<file path="src/rtl/psum_result_streamer_pkg.sv">
// Mode constants and word-count decode shared by the adder tree and the result streamer.
// No logic here: constants, the FSM state type and the mode-to-words helper.
package psum_result_streamer_pkg;

  localparam int NIB_W     = 4;
  localparam int LANES     = 8;
  localparam int MAX_WORDS = 9;
  localparam int IDX_W     = 4;

  localparam logic [1:0] MODE_9TO1    = 2'd0;
  localparam logic [1:0] MODE_3TO1    = 2'd1;
  localparam logic [1:0] MODE_1TO1    = 2'd2;
  localparam logic [1:0] MODE_ILLEGAL = 2'd3;

  typedef enum logic {
    ST_IDLE  = 1'b0,
    ST_DRAIN = 1'b1
  } state_e;

  function automatic logic [IDX_W-1:0] words_per_mode(input logic [1:0] mode);
    case (mode)
      MODE_9TO1: return IDX_W'(1);
      MODE_3TO1: return IDX_W'(3);
      MODE_1TO1: return IDX_W'(9);
      default:   return IDX_W'(0);
    endcase
  endfunction

endpackage

</file>
<file path="src/rtl/psum_word_mux.sv">
// Selects word `sel` out of the held result vector; purely combinational.
// Zero latency, no backpressure; an out-of-range select yields zero.
module psum_word_mux
  import psum_result_streamer_pkg::*;
#(
  parameter int RES_W  = 288,
  parameter int WORD_W = 32
) (
  input  logic [RES_W-1:0]  hold,
  input  logic [IDX_W-1:0]  sel,
  output logic [WORD_W-1:0] word
);

  localparam int NWORDS = RES_W / WORD_W;

  always_comb begin
    word = '0;
    for (int k = 0; k < NWORDS; k++) begin
      if (sel == IDX_W'(k)) word = hold[k*WORD_W +: WORD_W];
    end
  end

endmodule

</file>
<file path="src/rtl/psum_result_streamer.sv">
// Captures one adder-tree result frame and streams its mode-valid words; 1 cycle accept-to-output.
// Output held stable under out_ready=0; in_ready only in IDLE or on the last word's handshake.
module psum_result_streamer
  import psum_result_streamer_pkg::*;
#(
  parameter int RES_W  = 288,
  parameter int WORD_W = 32,
  parameter int FCNT_W = 16
) (
  input  logic              clk,
  input  logic              rst_n,
  input  logic              in_valid,
  output logic              in_ready,
  input  logic [RES_W-1:0]  in_res,
  input  logic [1:0]        in_mode,
  output logic              out_valid,
  input  logic              out_ready,
  output logic [WORD_W-1:0] out_data,
  output logic [IDX_W-1:0]  out_idx,
  output logic              out_last,
  output logic              err_mode,
  output logic [FCNT_W-1:0] frame_cnt
);

  state_e             state_q, state_d;
  logic [RES_W-1:0]   hold_q, hold_d;
  logic [IDX_W-1:0]   nw_q, nw_d;
  logic [IDX_W-1:0]   cnt_q, cnt_d;
  logic               err_q, err_d;
  logic [FCNT_W-1:0]  fcnt_q, fcnt_d;
  logic               hs;
  logic               accept;
  logic [WORD_W-1:0]  word;

  psum_word_mux #(
    .RES_W  (RES_W),
    .WORD_W (WORD_W)
  ) u_word_mux (
    .hold (hold_q),
    .sel  (cnt_q),
    .word (word)
  );

  always_ff @(posedge clk or negedge rst_n) begin
    if (!rst_n) begin
      state_q <= ST_IDLE;
      hold_q  <= '0;
      nw_q    <= '0;
      cnt_q   <= '0;
      err_q   <= 1'b0;
      fcnt_q  <= '0;
    end else begin
      state_q <= state_d;
      hold_q  <= hold_d;
      nw_q    <= nw_d;
      cnt_q   <= cnt_d;
      err_q   <= err_d;
      fcnt_q  <= fcnt_d;
    end
  end

  always_comb begin
    state_d   = state_q;
    hold_d    = hold_q;
    nw_d      = nw_q;
    cnt_d     = cnt_q;
    err_d     = err_q;
    fcnt_d    = fcnt_q;
    out_valid = (state_q == ST_DRAIN);
    out_last  = out_valid && (cnt_q == (nw_q - IDX_W'(1)));
    hs        = out_valid && out_ready;
    // Ready opens on the last handshake so a waiting frame follows with no bubble.
    in_ready  = (state_q == ST_IDLE) || (hs && out_last);
    accept    = in_valid && in_ready;

    if (hs) begin
      if (out_last) begin
        fcnt_d  = fcnt_q + FCNT_W'(1);
        state_d = ST_IDLE;
      end else begin
        cnt_d = cnt_q + IDX_W'(1);
      end
    end

    // Acceptance overrides the drain update above for back-to-back frames.
    if (accept) begin
      hold_d = in_res;
      nw_d   = words_per_mode(in_mode);
      cnt_d  = '0;
      if (in_mode == MODE_ILLEGAL) err_d = 1'b1;
      else                         state_d = ST_DRAIN;
    end
  end

  assign out_data  = out_valid ? word : '0;
  assign out_idx   = cnt_q;
  assign err_mode  = err_q;
  assign frame_cnt = fcnt_q;

endmodule

</file>
<file path="config.mk">
export PLATFORM = sky130hd
export DESIGN_NAME = psum_result_streamer
export DESIGN_NICKNAME = d
export VERILOG_FILES = /design/src/rtl/psum_result_streamer_pkg.sv /design/src/rtl/psum_word_mux.sv /design/src/rtl/psum_result_streamer.sv
export SDC_FILE = /design/constraint.sdc
export NUM_CORES = 1
export LEC_CHECK = 0
export CORE_MARGIN = 4
export CORE_UTILIZATION = 54
export DETAILED_ROUTE_END_ITERATION = 16
export PLACE_DENSITY = 0.86
export RECOVER_POWER = 100
export SYNTH_ARGS = -nofsm -noshare
export SYNTH_HDL_FRONTEND = slang
export SYNTH_SLANG_ARGS = --single-unit
</file>
<file path="constraint.sdc">
create_clock -name clk -period 3.98 [get_ports clk]
set_input_delay 0.398 -clock clk [delete_from_list [all_inputs] [get_ports clk]]
set_output_delay 0.398 -clock clk [all_outputs]
set_load 0.005 [all_outputs]
</file>
# Word level (Yosys, flattened, before mapping)
# Cells that the tools add are included.
dict set report word_totals {
  output_inout_bits 56
  register_bits 314
  input_bits 294
}
dict set report classes {
  n_reduce_logical 11
  n_mux 18
  addsub 3
  n_bitwise 1
  n_eq_ne 13
}
# operator n
set op_table {}
lappend op_table {{two-way mux 32 bit} 10}
lappend op_table {{adder 16 x 1 -> 16 bit, second input constant} 1}
lappend op_table {{== test 4 x 3 -> 1 bit, second input constant} 4}
lappend op_table {{two-way mux 4 bit} 3}
lappend op_table {{one-hot mux 4 bit (3 select lines)} 1}
lappend op_table {{== test 4 x 2 -> 1 bit, second input constant} 2}
lappend op_table {{AND reduction 2 bit} 3}
lappend op_table {{adder 4 x 1 -> 4 bit, second input constant} 1}
lappend op_table {{== test 2 bit, second input constant} 2}
lappend op_table {{== test 4 x 1 -> 1 bit, second input constant} 1}
lappend op_table {{== test 4 bit} 1}
lappend op_table {{== test 4 bit, second input constant} 1}
lappend op_table {{logical AND 1 bit} 4}
lappend op_table {{logical NOT 4 bit} 1}
lappend op_table {{two-way mux 1 bit} 4}
lappend op_table {{subtractor 4 x 1 -> 4 bit, second input constant} 1}
lappend op_table {{== test 2 x 1 -> 1 bit, second input constant} 1}
lappend op_table {{logical NOT 2 bit} 1}
lappend op_table {{!= test 2 x 1 -> 1 bit, second input constant} 1}
lappend op_table {{nonzero test 2 bit} 1}
lappend op_table {{logical OR 1 bit} 1}
lappend op_table {{inverter 1 bit} 1}

# Depth between registers and ports, before layout
dict set report depth {
  depth_word 11
  depth_mapped 10
  ltp_nobuf 7
}

# Modules after synthesis
# A second synthesis with hierarchy kept.
dict set report hier_totals {
  cells_unflattened 1093
  area_unflattened_um2 15712.6
}
# mod cells_each instances area_per_inst_um2 seq_area_each_um2
set modules_own_cells {}
lappend modules_own_cells {psum_result_streamer 775 1 13225.2 7832.5}
lappend modules_own_cells {psum_word_mux 318 1 2487.4 0.0}

# Least setup slack after synthesis
# OpenSTA, ideal clock, no wires.
dict set report synth_path {
  kind {reg2out}
  start {reg cnt_q[1], in the netlist out_idx[1]}
  end {out out_data[12]}
  stages_incl_launch_ff 10
  n_path_buf 3
  arrival_ns 2.042
  setup_slack_ns 1.540
  cell_sequence {dfrtp_1 > inv_1 > ha_1 > clkbuf_1 > clkbuf_1 > clkbuf_1 > a221oi_1 > o32ai_1 > a21oi_1 > nor2_1}
}
dict set report synth_between {
  elab_chain_len 11
  word_cells_on_any_way 19
  cone_classes {eq/ne (8); mux (10); reduce/logical (1)}
}
# element line_no
set synth_rtl {}
lappend synth_rtl {{start: declaration} psum_result_streamer.sv:28} ;# logic [IDX_W-1:0] cnt_q, cnt_d;
lappend synth_rtl {{start signal: assignment} psum_result_streamer.sv:56} ;# cnt_q <= cnt_d;
lappend synth_rtl {{logical NOT 4 bit} psum_word_mux.sv:19} ;# if (sel == IDX_W'(k)) word = hold[k*WORD_W +: WORD_W];
lappend synth_rtl {{two-way mux 32 bit (8 in series)} psum_word_mux.sv:19}
lappend synth_rtl {{two-way mux 32 bit *} psum_word_mux.sv:19}
lappend synth_rtl {{two-way mux 32 bit *} psum_result_streamer.sv:95} ;# assign out_data = out_valid ? word : '0;
lappend synth_rtl {{end: declaration} psum_result_streamer.sv:18} ;# output logic [WORD_W-1:0] out_data,
# Every way passes the cells marked *; elsewhere a longest branch is shown, timed or not.

# Worst setup path in the final report
dict set report layout_path {
  start {reg cnt_q[0], in the netlist out_idx[0]}
  end {out out_data[10]}
}
# Same word-level chain as after synthesis.

==> impl_table.tex <==
\begin{tabular}{lr}
\hline
Metric & Value \\
\hline
\multicolumn{2}{l}{\textbf{Clock tree}} \\
\quad Clock tree from TritonCTS & done \\
\quad Deepest level of the CTS H-tree & 2 \\
\quad Clock root buffer & clkbuf\_16 \\
\quad Reg clk slew, reported paths & around 60 ps \\
\quad Number of buffers created by CTS & 35 \\
\quad Sink Count & roughly 310 \\
\quad Latest clock arrival within the worst-skew pair & approximately 520 ps \\
\quad Maximum number of buffers from clock root to sink & 3 \\
\multicolumn{2}{l}{\textbf{Timing}} \\
\quad Final worst path period share & between 90\% and 100\% \\
\quad Total negative slack for setup checks & 0 ps \\
\quad Fmax & roughly 260 MHz \\
\quad Transition time at the pin with the least slew margin & 2430 ps \\
\quad Maximum clock skew at final layout & 16.6 ps \\
\quad Setup repair after global routing missed its margin & no \\
\quad Final Hold Vio Count & 0 \\
\quad Final number of setup-violating endpoints & 0 \\
\quad Worst slew slack as a fraction of its limit & -62.3\% \\
\quad Post-route minimum period & just under 4000 ps \\
\quad Number of pins with negative max-slew slack in the final report & just over 90 \\
\multicolumn{2}{l}{\textbf{Logic synthesis}} \\
\quad Post-Syn Nets & approximately 1.5k \\
\quad Post-synthesis sequential element count & approximately 310 \\
\quad Dominant cell type by area after synthesis & dfrtp\_1 \\
\quad Sequential area share after synthesis & 52.8\% \\
\quad Top area cells in the synthesized netlist & dfrtp\_1 (53\%), mux2\_1 (21\%), a221oi\_1 (3.7\%) \\
\quad Post-Syn Instances & between 1k and 1.5k \\
\quad Total number of yosys warnings & 0 \\
\quad Count of different cell masters after synthesis & 42 \\
\quad Post-synth top area share & between 50\% and 60\% \\
\quad Post-synthesis instance area & around 15,000 µm² \\
\quad Mean area per synthesized cell & 12.0 µm² \\
\multicolumn{2}{l}{\textbf{Floorplanning}} \\
\quad Area of the core & $\sim$27,000 µm² \\
\quad I/O pin count & 350 \\
\quad Die H & 174 µm \\
\quad Starting utilization of the core area & around 55\% \\
\quad Standard-cell row count & 60 \\
\quad Die area & roughly 30,000 µm² \\
\quad Die Span X & around 170 µm \\
\multicolumn{2}{l}{\textbf{Power and ir drop}} \\
\quad P\_leak & 8.23 nW \\
\quad Post-route total power & 15.4 mW \\
\quad Internal portion of total power & about 10 mW \\
\quad Sw power & between 5 and 6 mW \\
\quad Fraction of power spent switching nets & 36.3\% \\
\quad Power density normalized to cell area & $\sim$800 nW/µm² \\
\quad Logic gate share of total power & between 40\% and 50\% \\
\quad Relative contribution of sequential cells to total power & around two fifths \\
\quad Worst IR Drop VDD & 0.414 mV \\
\quad Clock network fraction of design power & about a fifth \\
\multicolumn{2}{l}{\textbf{Cells and area}} \\
\quad Area of combinational cells with multiple inputs & $\sim$6500 µm² \\
\quad Fill cell instance count of the final layout & $\sim$1.8k \\
\quad Final Core Density & approximately three quarters \\
\quad Total area of sequential cells & roughly 7800 µm² \\
\quad Final cell count without fillers & around 1.9k \\
\quad Most frequent standard cell in the layout excluding fill and tap cells & clkdlybuf4s50\_1 \\
\quad Fraction of layout instances using a drive strength above 1 & 7.27\% \\
\quad Final net count & between 1.5k and 2k \\
\quad Layout Area Growth over Synthesis & 33.4\% \\
\quad Commonest non-fill, non-tap cells in the layout & clkdlybuf4s50\_1 (319), dfrtp\_1 (313), mux2\_1 (280), o21ai\_0 (69), nor2\_1 (67) \\
\multicolumn{2}{l}{\textbf{Global routing}} \\
\quad Vias in the first global route & about 12k \\
\quad All-layer global routing usage & between 30\% and 40\% \\
\quad Maximum number of pins on one net before global-route repair & 95 \\
\quad Wire length of the first global-routing pass & 71,500 µm \\
\quad Antenna violations before repair & 11 \\
\quad Congestion Overflow GR & 0 \\
\multicolumn{2}{l}{\textbf{Outcome}} \\
\quad Result of the run & complete, but fails checks \\
\quad Violated checks & max-capacitance violations, max-slew violations \\
\multicolumn{2}{l}{\textbf{Route}} \\
\quad First-pass DRT Iterations & 5 \\
\quad Detail Route Antenna Nets & 0 \\
\quad First-iteration detailed-routing DRC count & between 1k and 1.5k \\
\quad DRC violations left & 0 \\
\quad Via-to-Cell Ratio & roughly 6.3 \\
\quad Per-cell routed wire length & between 20 and 25 µm \\
\quad Vias after detailed routing & roughly 12k \\
\quad WL final & 46,800 µm \\
\multicolumn{2}{l}{\textbf{Setup path}} \\
\quad Launching element type of the critical path & register \\
\quad WP data arrival & approximately 3500 ps \\
\quad CP Max Fanout & 19 \\
\quad WP data required & between 3000 and 4000 ps \\
\quad CP bufs+invs & 2 \\
\quad Slowest cell on crit path & or3\_2 \\
\quad CP Capture Type & output port \\
\quad Flop2flop setup slack & around 260 ps \\
\quad Critical path class & reg -> out \\
\quad Slowest cell delay on critical path & roughly 660 ps \\
\quad Cell-by-cell trace of the critical path & ha\_2 -> or3\_2 -> buf\_4 -> o32ai\_1 -> a21oi\_1 -> nor2\_1 -> clkdlybuf4s50\_1 \\
\quad Crit-path leading delay family & simple AND/OR/NAND/NOR gates \\
\multicolumn{2}{l}{\textbf{Placed design}} \\
\quad Detailed placer's ending HPWL & 32,600 µm \\
\quad Routability Congestion & about 0.87 \\
\quad I/O Buffers & around 350 \\
\quad DP Cell Count & roughly 1.8k \\
\multicolumn{2}{l}{\textbf{Job}} \\
\quad Count of maximum capacitance violations & 1 \\
\multicolumn{2}{l}{\textbf{Min path}} \\
\quad Path category of the worst min-delay check & in -> reg \\
\hline
\end{tabular}
==> stage by stage <==
stage / hold WS (ps) / setup WS (ps) / area (µm²)
floorplan: 102 / 1540 / 14800
global placement: 459 / 630 / 18600
detailed placement: 472 / 539 / 18600
CTS: 450 / 79.2 / 19800
global route: 464 / 0.350 / 19800
finish: 468 / 64.8 / 19800
==> routing by layer <==
metal,global-route usage [%],wire [µm],up-vias
met1,42.6,19600,6021
met2,45.4,21200,622
met3,6.52,3890,131
met4,12.5,2110,8
li1,-,-,5207
met5,0,58,-
==> power by group through the flow <==
stage	sequential (mW)	combinational, mW	clock [mW]
after floorplan	5.38	4.06	0
after global placement	5.85	5.94	0
after detailed placement	5.89	6.12	0
after CTS	5.87	6.21	3.33
after global routing	6.05	6.77	3.44
final	5.91	6.21	3.28
==> state kept, by name, summed over array words and instances, names as in the netlist <==
name and count:
frame_cnt 16, nw_q 3, out_idx 4, err_mode 1
out_valid 1, hold_q 288
==> cells by family (layout without fill, tap and decap cells) <==
kind of cell | count (synthesis) | in the layout | synth area share, %
mux | 293 | 293 | 22.2
compound gates | 304 | 304 | 13.7
buf+inv | 117 | 448 | 3.72
simple gates | 187 | 187 | 5.93
xor+xnor | 18 | 18 | 1.06
flops | 313 | 313 | 52.8
fa+ha+maj | 6 | 6 | 0.506
other cells | 0 | 7 | 0
==> synth_stat cells <==
cell type  count
mux2i_2        1
or3_1          2
nand2_1       49
xor2_1        11
nor4_1         5
o211ai_1      32
nand3b_1       2
mux2i_1        1
nor2_4         1
clkbuf_1      72
a22o_1         1
buf_1          6
a221oi_1      63
a2bb2oi_1      1
a31oi_4        1
nor2b_1       37
or2_1          1
and3_1         2
nor2_1        66
o22ai_1       33
dfrtp_1      313
a211o_1        1
mux2_2        11
o32ai_1       32
ha_1           6
a21oi_1       66
buf_4         29
inv_1          7
nand2b_1       3
xnor2_1        7
buf_2          3
nor3_1         5
nand4_1        4
and4_1         1
o21bai_1       1
a22oi_1        1
a31oi_1        1
mux2_1       280
o21ai_0       69
and2_1         4
a21o_1         2
nand3_1        5
==> final cells by class <==
class / instances / area share (%)
antenna: 7 / 0.0885
clock buffer: 45 / 4.87
clock inverter: 15 / 0.986
inverter: 7 / 0.133
multi-input combinational: 808 / 33.0
sequential: 313 / 39.6
tap: 341 / 2.16
timing repair buffer: 381 / 19.2
==> worst paths after layout <==
| check | start | end | cells after the start |
|---|---|---|---|
| worst max-delay path | out_idx[0] | out_data[10] | 7 |
| max in group asynchronous | rst_n | hold_q[281] | 3 |
| worst min-delay path | in_res[236] | hold_q[236] | 2 |
| worst max register to register | out_idx[3] | hold_q[234] | 8 |
| worst min register to register | frame_cnt[15] | frame_cnt[15] | 1 |
| min in group asynchronous | rst_n | hold_q[230] | 2 |
==> timing repair <==
item,4_1_cts,5_1_grt
hold endpoints to repair,91,0
hold buffers,1,0
setup endpoints to repair,1,22
setup buffers,0,0
gates resized for setup,1,15
(Power assumes the default switching activity.)
